**src/rtl/xor_bus_master_if.sv**
```systemverilog
// Operand/result streams and the register bus between xor_bus_master and the XOR bus slave.
interface xor_bus_master_if;
    logic       in_valid;
    logic       in_ready;
    logic       in_a;
    logic       in_b;
    logic       out_valid;
    logic       out_ready;
    logic       out_y;
    logic [2:0] write_address;
    logic       write_data;
    logic       write_en;
    logic       write_rdy;
    logic [2:0] read_address;
    logic       read_en;
    logic       read_data;
    logic       read_rdy;

    modport master (
        input  in_valid, in_a, in_b, out_ready, write_rdy, read_data, read_rdy,
        output in_ready, out_valid, out_y, write_address, write_data, write_en,
               read_address, read_en
    );

    modport slave (
        output in_valid, in_a, in_b, out_ready, write_rdy, read_data, read_rdy,
        input  in_ready, out_valid, out_y, write_address, write_data, write_en,
               read_address, read_en
    );
endinterface

```
**src/rtl/xor_bus_master.sv**
```systemverilog
// Turns each (a, b) operand pair into a write/write/poll/read sequence on the XOR slave bus
// and returns a ^ b; sticky error on a stalled slave, wrapping count of finished pairs.
module xor_bus_master #(
    parameter int unsigned TIMEOUT = 16,
    parameter int unsigned CNT_W   = 8
) (
    input  logic             CLK,
    input  logic             RST,
    xor_bus_master_if.master bus,
    output logic             err,
    output logic [CNT_W-1:0] done_count
);
    localparam int unsigned   TW   = $clog2(TIMEOUT);
    localparam logic [TW-1:0] TMAX = TW'(TIMEOUT - 1);

    typedef enum logic [2:0] {
        IDLE, WR_A, WR_B, POLL, RD_Y, OUT, ERR
    } state_t;

    state_t           r_state;
    state_t           w_next;
    logic             r_a;
    logic             r_b;
    logic             r_y;
    logic [TW-1:0]    r_timer;
    logic [CNT_W-1:0] r_done;
    logic             w_waiting;
    logic             w_progress;

    always_ff @(posedge CLK) begin
        if (RST) begin
            r_state <= IDLE;
            r_a     <= 1'b0;
            r_b     <= 1'b0;
            r_y     <= 1'b0;
            r_timer <= '0;
            r_done  <= '0;
        end else begin
            r_state <= w_next;
            if (w_next != r_state)
                r_timer <= '0;
            else if (w_waiting)
                r_timer <= r_timer + 1'b1;
            if (r_state == IDLE && bus.in_valid) begin
                r_a <= bus.in_a;
                r_b <= bus.in_b;
            end
            if (r_state == RD_Y && bus.read_rdy)
                r_y <= bus.read_data;
            if (r_state == OUT && bus.out_ready)
                r_done <= r_done + 1'b1;
        end
    end

    always_comb begin
        w_next     = r_state;
        w_waiting  = 1'b0;
        w_progress = 1'b0;
        case (r_state)
            IDLE: if (bus.in_valid) w_next = WR_A;
            WR_A: begin
                w_waiting  = 1'b1;
                w_progress = bus.write_rdy;
                if (w_progress) w_next = WR_B;
            end
            WR_B: begin
                w_waiting  = 1'b1;
                w_progress = bus.write_rdy;
                if (w_progress) w_next = POLL;
            end
            POLL: begin
                w_waiting  = 1'b1;
                w_progress = bus.read_rdy && bus.read_data;
                if (w_progress) w_next = RD_Y;
            end
            RD_Y: if (bus.read_rdy) w_next = OUT;
            OUT:  if (bus.out_ready) w_next = IDLE;
            ERR:  w_next = ERR;
            default: w_next = IDLE;
        endcase
        // progress seen on the last allowed cycle takes priority over the timeout
        if (w_waiting && !w_progress && r_timer == TMAX)
            w_next = ERR;
    end

    always_comb begin
        bus.in_ready      = 1'b0;
        bus.out_valid     = 1'b0;
        bus.out_y         = 1'b0;
        bus.write_address = '0;
        bus.write_data    = 1'b0;
        bus.write_en      = 1'b0;
        bus.read_address  = '0;
        bus.read_en       = 1'b0;
        err               = 1'b0;
        case (r_state)
            IDLE: bus.in_ready = 1'b1;
            WR_A: begin
                bus.write_address = 3'd4;
                bus.write_data    = r_a;
                bus.write_en      = 1'b1;
            end
            WR_B: begin
                bus.write_address = 3'd5;
                bus.write_data    = r_b;
                bus.write_en      = 1'b1;
            end
            POLL: bus.read_address = 3'd2;
            RD_Y: begin
                bus.read_address = 3'd3;
                bus.read_en      = 1'b1;
            end
            OUT: begin
                bus.out_valid = 1'b1;
                bus.out_y     = r_y;
            end
            ERR: err = 1'b1;
            default: ;
        endcase
    end

    assign done_count = r_done;
endmodule

```
**src/flat_wrapper.sv**
```systemverilog
// flat-port wrapper written by rule: the top's interface ports become plain ports
module xor_bus_master_flat 
#(
    parameter int unsigned TIMEOUT = 16,
    parameter int unsigned CNT_W   = 8
)
  (CLK, RST, err, done_count, bus_in_valid, bus_in_a, bus_in_b, bus_out_ready, bus_write_rdy, bus_read_data, bus_read_rdy, bus_in_ready, bus_out_valid, bus_out_y, bus_write_address, bus_write_data, bus_write_en, bus_read_address, bus_read_en);
  xor_bus_master_if bus_i ();
  input  logic CLK;
  input  logic RST;
  output logic err;
  output logic [CNT_W-1:0] done_count;
  input wire logic [$bits(bus_i.in_valid)-1:0] bus_in_valid;
  input wire logic [$bits(bus_i.in_a)-1:0] bus_in_a;
  input wire logic [$bits(bus_i.in_b)-1:0] bus_in_b;
  input wire logic [$bits(bus_i.out_ready)-1:0] bus_out_ready;
  input wire logic [$bits(bus_i.write_rdy)-1:0] bus_write_rdy;
  input wire logic [$bits(bus_i.read_data)-1:0] bus_read_data;
  input wire logic [$bits(bus_i.read_rdy)-1:0] bus_read_rdy;
  output wire logic [$bits(bus_i.in_ready)-1:0] bus_in_ready;
  output wire logic [$bits(bus_i.out_valid)-1:0] bus_out_valid;
  output wire logic [$bits(bus_i.out_y)-1:0] bus_out_y;
  output wire logic [$bits(bus_i.write_address)-1:0] bus_write_address;
  output wire logic [$bits(bus_i.write_data)-1:0] bus_write_data;
  output wire logic [$bits(bus_i.write_en)-1:0] bus_write_en;
  output wire logic [$bits(bus_i.read_address)-1:0] bus_read_address;
  output wire logic [$bits(bus_i.read_en)-1:0] bus_read_en;
  assign bus_i.in_valid = bus_in_valid;
  assign bus_i.in_a = bus_in_a;
  assign bus_i.in_b = bus_in_b;
  assign bus_i.out_ready = bus_out_ready;
  assign bus_i.write_rdy = bus_write_rdy;
  assign bus_i.read_data = bus_read_data;
  assign bus_i.read_rdy = bus_read_rdy;
  assign bus_in_ready = bus_i.in_ready;
  assign bus_out_valid = bus_i.out_valid;
  assign bus_out_y = bus_i.out_y;
  assign bus_write_address = bus_i.write_address;
  assign bus_write_data = bus_i.write_data;
  assign bus_write_en = bus_i.write_en;
  assign bus_read_address = bus_i.read_address;
  assign bus_read_en = bus_i.read_en;
  xor_bus_master #(.TIMEOUT(TIMEOUT), .CNT_W(CNT_W)) u_core (.CLK(CLK), .RST(RST), .bus(bus_i), .err(err), .done_count(done_count));
endmodule
```
**config.mk**
```make
export PLATFORM = sky130hd
export DESIGN_NAME = xor_bus_master_flat
export DESIGN_NICKNAME = d
export VERILOG_FILES = /design/src/rtl/xor_bus_master_if.sv /design/src/rtl/xor_bus_master.sv /design/src/flat_wrapper.sv
export SDC_FILE = /design/constraint.sdc
export NUM_CORES = 1
export LEC_CHECK = 0
export CAP_MARGIN = 20
export CORE_MARGIN = 2
export CORE_UTILIZATION = 44
export CTS_BUF_LIST = sky130_fd_sc_hd__clkbuf_8
export CTS_CLUSTER_SIZE = 28
export DETAILED_ROUTE_END_ITERATION = 8
export PLACE_DENSITY = 0.77
export SKIP_LAST_GASP = 1
export SLEW_MARGIN = 10
export SYNTH_ARGS = -nofsm -noshare
export SYNTH_HDL_FRONTEND = slang
export SYNTH_SLANG_ARGS = --single-unit
```
**constraint.sdc**
```tcl
create_clock -name CLK -period 1.3 [get_ports CLK]
set_input_delay 0.325 -clock CLK [delete_from_list [all_inputs] [get_ports CLK]]
set_output_delay 0.325 -clock CLK [all_outputs]
set_load 0.005 [all_outputs]
```
Yosys cells after proc, flatten, opt, wreduce, memory -nomap -nowiden. Cells that the tools add are included.

Output and inout bits: 21. Logic and storage cells: 46. Input bits: 9. Register bits after elaboration: 18.

Reduce and logical (&&, ||, !) cells: 11. Equality and inequality tests: 8. $add $sub $neg: 2. Mux-type cells: 19.

Operators by type and width (number): 3-bit two-way mux (7); 3-bit one-hot mux with 7 select lines (1); 3-bit equality test, second input constant (3); 8-bit by 1-bit adder with 8-bit output, second input constant (1); 1-bit two-way mux (7); 3-bit by 2-bit equality test with 1-bit output, second input constant (2); 1-bit logical AND (6); 3-bit one-hot mux with 2 select lines (1); 4-bit by 1-bit adder with 4-bit output, second input constant (1); 4-bit equality test, second input constant (1); 1-bit one-hot mux with 2 select lines (2); 2-bit one-hot mux with 2 select lines (1); 2-bit OR reduction (2); 3-bit by 1-bit equality test with 1-bit output, second input constant (1); 3-bit zero test (1); 3-bit != test (1); 3-bit OR reduction (1); 1-bit zero test (1).

Depth between registers and ports, before layout.
Depth after elaboration: 9. Gate-level depth with buffers: 6. Gate-level depth less buffers: 5.

Worst setup path after synthesis. No wires, ideal clock.

Path kind: flip-flop to output port. From: register u_core.r_state[1]. To: output bus_write_address[2]. Stages on the path, launching flop included: 6. Data required time: 0.975 ns. Arrival: 1.058 ns. Buffers on the path: 3. Setup slack: -0.083 ns. Path through: dfxtp_1 -> buf_6 -> buf_2 -> nand2b_1 -> a21oi_1 -> buf_4.

Word-level cells in the longest chain between the ends: 2. Elaborated cells on any way between the ends: 3. Classes of those cells: eq/ne: 2; mux: 1.

Ends and longest elaborated chain: start, declared (line xor_bus_master.sv:20) `state_t r_state;`; start signal, assigned (line xor_bus_master.sv:39) `r_state <= w_next;`; 3-bit by 2-bit equality test with 1-bit output / 3-bit by 1-bit equality test with 1-bit output (equally long branches) (line xor_bus_master.sv:96) `case (r_state)`; 3-bit one-hot mux with 2 select lines (*) (line xor_bus_master.sv:96); end, declared (line flat_wrapper.sv:23) `output wire logic [$bits(bus_i.write_address)-1:0] bus_write_address;`.

Mark *: on every way between the ends. The rest lies on a longest branch, timed or not.

Worst setup path after layout.
From: register u_core.r_state[1]. To: output bus_write_data.

Word-level cells in the longest chain between the ends: 2. Elaborated cells on any way between the ends: 3. Classes of those cells: eq/ne: 2; mux: 1.

Ends and longest elaborated chain: 3-bit by 2-bit equality test with 1-bit output / 3-bit by 1-bit equality test with 1-bit output (equally long branches) (line xor_bus_master.sv:96); 1-bit one-hot mux with 2 select lines (*) (line xor_bus_master.sv:96); end, declared (line flat_wrapper.sv:24) `output wire logic [$bits(bus_i.write_data)-1:0] bus_write_data;`.

Marked as above.

==> results.tsv <==
metric	value	unit
Hold Path Class	flop to flop	
global-route wire length before repair	5570	um
most frequently used flop master after synthesis	dfxtp_1	
DRC violations left	0	
critical path data required time	980	ps
post-detailed-route count of antenna-violating nets	0	
Startpoint Class	flop	
failing checks	setup timing	
die outline area	2880	um2
total inserted antenna cells	0	
worst-path fanout max	4	
kind of capture point of the worst setup path	primary output	
Register Area	378	um2
fraction of synthesis flops using an asynchronous set or reset pin	0	
final hold viol count	0	
number of buffers inserted by port buffering	27	
total area of multi-input combinational cells	806	um2
upper clock frequency limit	0.623	GHz
root buffer selected by CTS	clkbuf_8	
DRC violation total after the first TritonRoute iteration	48	
data arrival time of the critical path	1280	ps
CP cell instances	buf_6 -> buf_6 -> nor2b_4 -> nand2_2 -> a21oi_2 -> buf_2	
horizontal die dimension	53.7	um
Max Cap Violations	0	
number of buffers added by the clock tree synthesis step	3	
number of warnings reported in the yosys synthesis log	0	
cell type with the highest occurrence count on the critical path	buf_6	
total congestion overflow	0	
post-synthesis register bit count	18	
mean area per synthesized cell	8.05	um2
number of sinks handled by clock tree synthesis	18	
via density per instance	5.69	
number of primary I/O pins	30	
EDFF count, synth	0	
result of the run	finished, violations left	
clock tree from TritonCTS	done	
fraction of post-synthesis cell area in the top cell type by area	0.331	
Crit Path Class	flop to primary output	
cells taking the most area after synthesis	dfxtp_1, a21oi_1, nand2_1, nor2_1, xor2_1	
share of the core filled with cells	0.796	
final worst setup slack	-306	ps
gate count of the mapped netlist	135	
area inside the core boundary	2410	um2
worst reg-to-reg setup slack	-230	ps
Cell Area, Synth	1090	um2
number of placed instances, taps included	217	
HPWL Detailed	2100	um
worst supply voltage drop on vdd	0.000742	V
leakage power of the design	0.000897	uW
initial antenna violation count	0	
maximum buffer depth of the clock tree	2	
number of nets in the finished design	216	
Worst path max stage delay	380	ps
Skew-Pair Late Insertion Delay	250	ps
Routed WL	4270	um
pin count of the biggest net entering global routing	15	
max-slew violation total from the final report	0	
Row Count	18	
proportion of synthesized chip area in sequential cells	0.331	
final clock skew	4.17	ps
largest area contributor in the synthesized netlist	dfxtp_1	
distinct cell type count after synthesis	42	
global placer's final weighted congestion	0.791	
average detailed-routed wire length per instance	18.2	um
minimum clock period after layout	1610	ps
drt first pass iters	4	
count of endpoints failing setup in the final report	27	
clk slew on worst S/H paths	80	ps
Initial Util	0.451	
GRT Overall Usage	0.272	
vias post-DR	1331	
number of filler cells placed in the layout	161	
fraction of final layout cells sized beyond drive strength 1	0.505	
slowest stage cell on the critical path	dfxtp_4	
total power per unit cell area	775	nW/um2
portion of the clock cycle consumed by the worst path in the final layout	1.24	
vias in the first global route	1242	
hold_buf cts	0	
Die Y	53.7	um
area overhead of the layout relative to synthesis	76.5	%
setup repair after global routing missed its margin	true	
H-Tree Depth	1	
Final Non-Filler Cells	234	
-- metal layers --
metal  up-vias  part of all wire  global-route usage  wire length (um)
met5         -                 0                   0                 0
met4         0             0.027               0.107               115
met3        14             0.068              0.0528               291
met2        71              0.53               0.508              2240
met1       646              0.38               0.297              1610
li1        600                 -                   -                 -
-- critical path: cells and delay by family (launching register included) --
kind	cells	cell delay [ps]
AOI/OAI and AO/OA	1	110
buffers and inverters	3	360
DFF	1	380
and+or+nand+nor	2	170
-- logic make-up after synthesis --
group	after synthesis	share of synthesized area
mux	2	0.0196
flops	18	0.331
fa+ha+maj	2	0.0230
buf+inv	13	0.0805
xor+xnor	9	0.0725
other cells	1	0.00345
compound gates	27	0.158
simple gates	63	0.312
-- flip-flops by register name, indices dropped and copies added (netlist names) --
| signal | flops |
|---|---|
| u_core.r_a | 1 |
| u_core.r_y | 1 |
| u_core.r_timer | 4 |
| u_core.done_count | 8 |
| u_core.r_state | 3 |
| u_core.r_b | 1 |
-- power breakdown --
| part | leakage (uW) | switching (uW) | internal (uW) |
|---|---|---|---|
| sequential | 0.000150 | 20.3 | 564 |
| clock | 0.0000288 | 201 | 269 |
| combinational | 0.000717 | 194 | 240 |
| total | 0.000897 | 415 | 1070 |
-- cell usage after synthesis, drive strengths merged (2+ instances only) --
master and count:
xnor2 4, nand3 4, o21ai 5, nand4 4
xor2 5, nand2b 3, a21oi 13, and4b 2
and3 2, nand2 15, nor2 15, dfxtp 18
nor2b 3, ha 2, nor3 5, a31oi 2
or2 3, buf 11
-- cell usage in the layout, fill, tap and decap left out, types with 5 or more instances in the layout --
| master | count |
|---|---|
| nand2_1 | 14 |
| dfxtp_2 | 5 |
| a21oi_1 | 7 |
| xor2_1 | 5 |
| buf_2 | 7 |
| nor2_1 | 13 |
| buf_6 | 10 |
| clkdlybuf4s50_1 | 7 |
| buf_4 | 38 |
| a21oi_2 | 6 |
| dfxtp_1 | 10 |
| dlygate4sd2_1 | 10 |
-- final timing paths --
kind                     startpoint              endpoint  cells after the start
setup / recovery  u_core.r_state[1]        bus_write_data                      6
hold / removal           u_core.r_b            u_core.r_b                      2
setup reg to reg  u_core.r_state[1]  u_core.done_count[4]                      6
hold reg to reg          u_core.r_b            u_core.r_b                      2
-- through the flow --
stage	TNS (ps)	worst slack, ps	power (uW)	area [um2]	hold slack, ps
5_1_grt	-6220	-355	1540	1920	509
6_report	-5130	-306	1490	1920	488
3_5_place_dp	-8760	-424	919	1590	478
2_1_floorplan	-48.6	-48.6	749	1100	394
3_3_place_gp	-8520	-392	910	1590	449
4_1_cts	-3250	-260	1430	1820	489
-- final cells by class --
cell class / instances / share of cell area
flip-flops and latches: 18 / 0.197
multi-input cells: 105 / 0.420
inverters: 1 / 0.00196
well taps: 30 / 0.0196
repair buffers: 76 / 0.333
clock buffers: 4 / 0.0287
-- what timing repair did --
action	in CTS	in global routing
endpoints found under the setup margin	35	27
endpoints found under the hold margin	0	0
setup buffers	8	5
gates resized for setup	89	16
pin swaps	22	9
No activity file was read; power rests on OpenSTA's default activity.
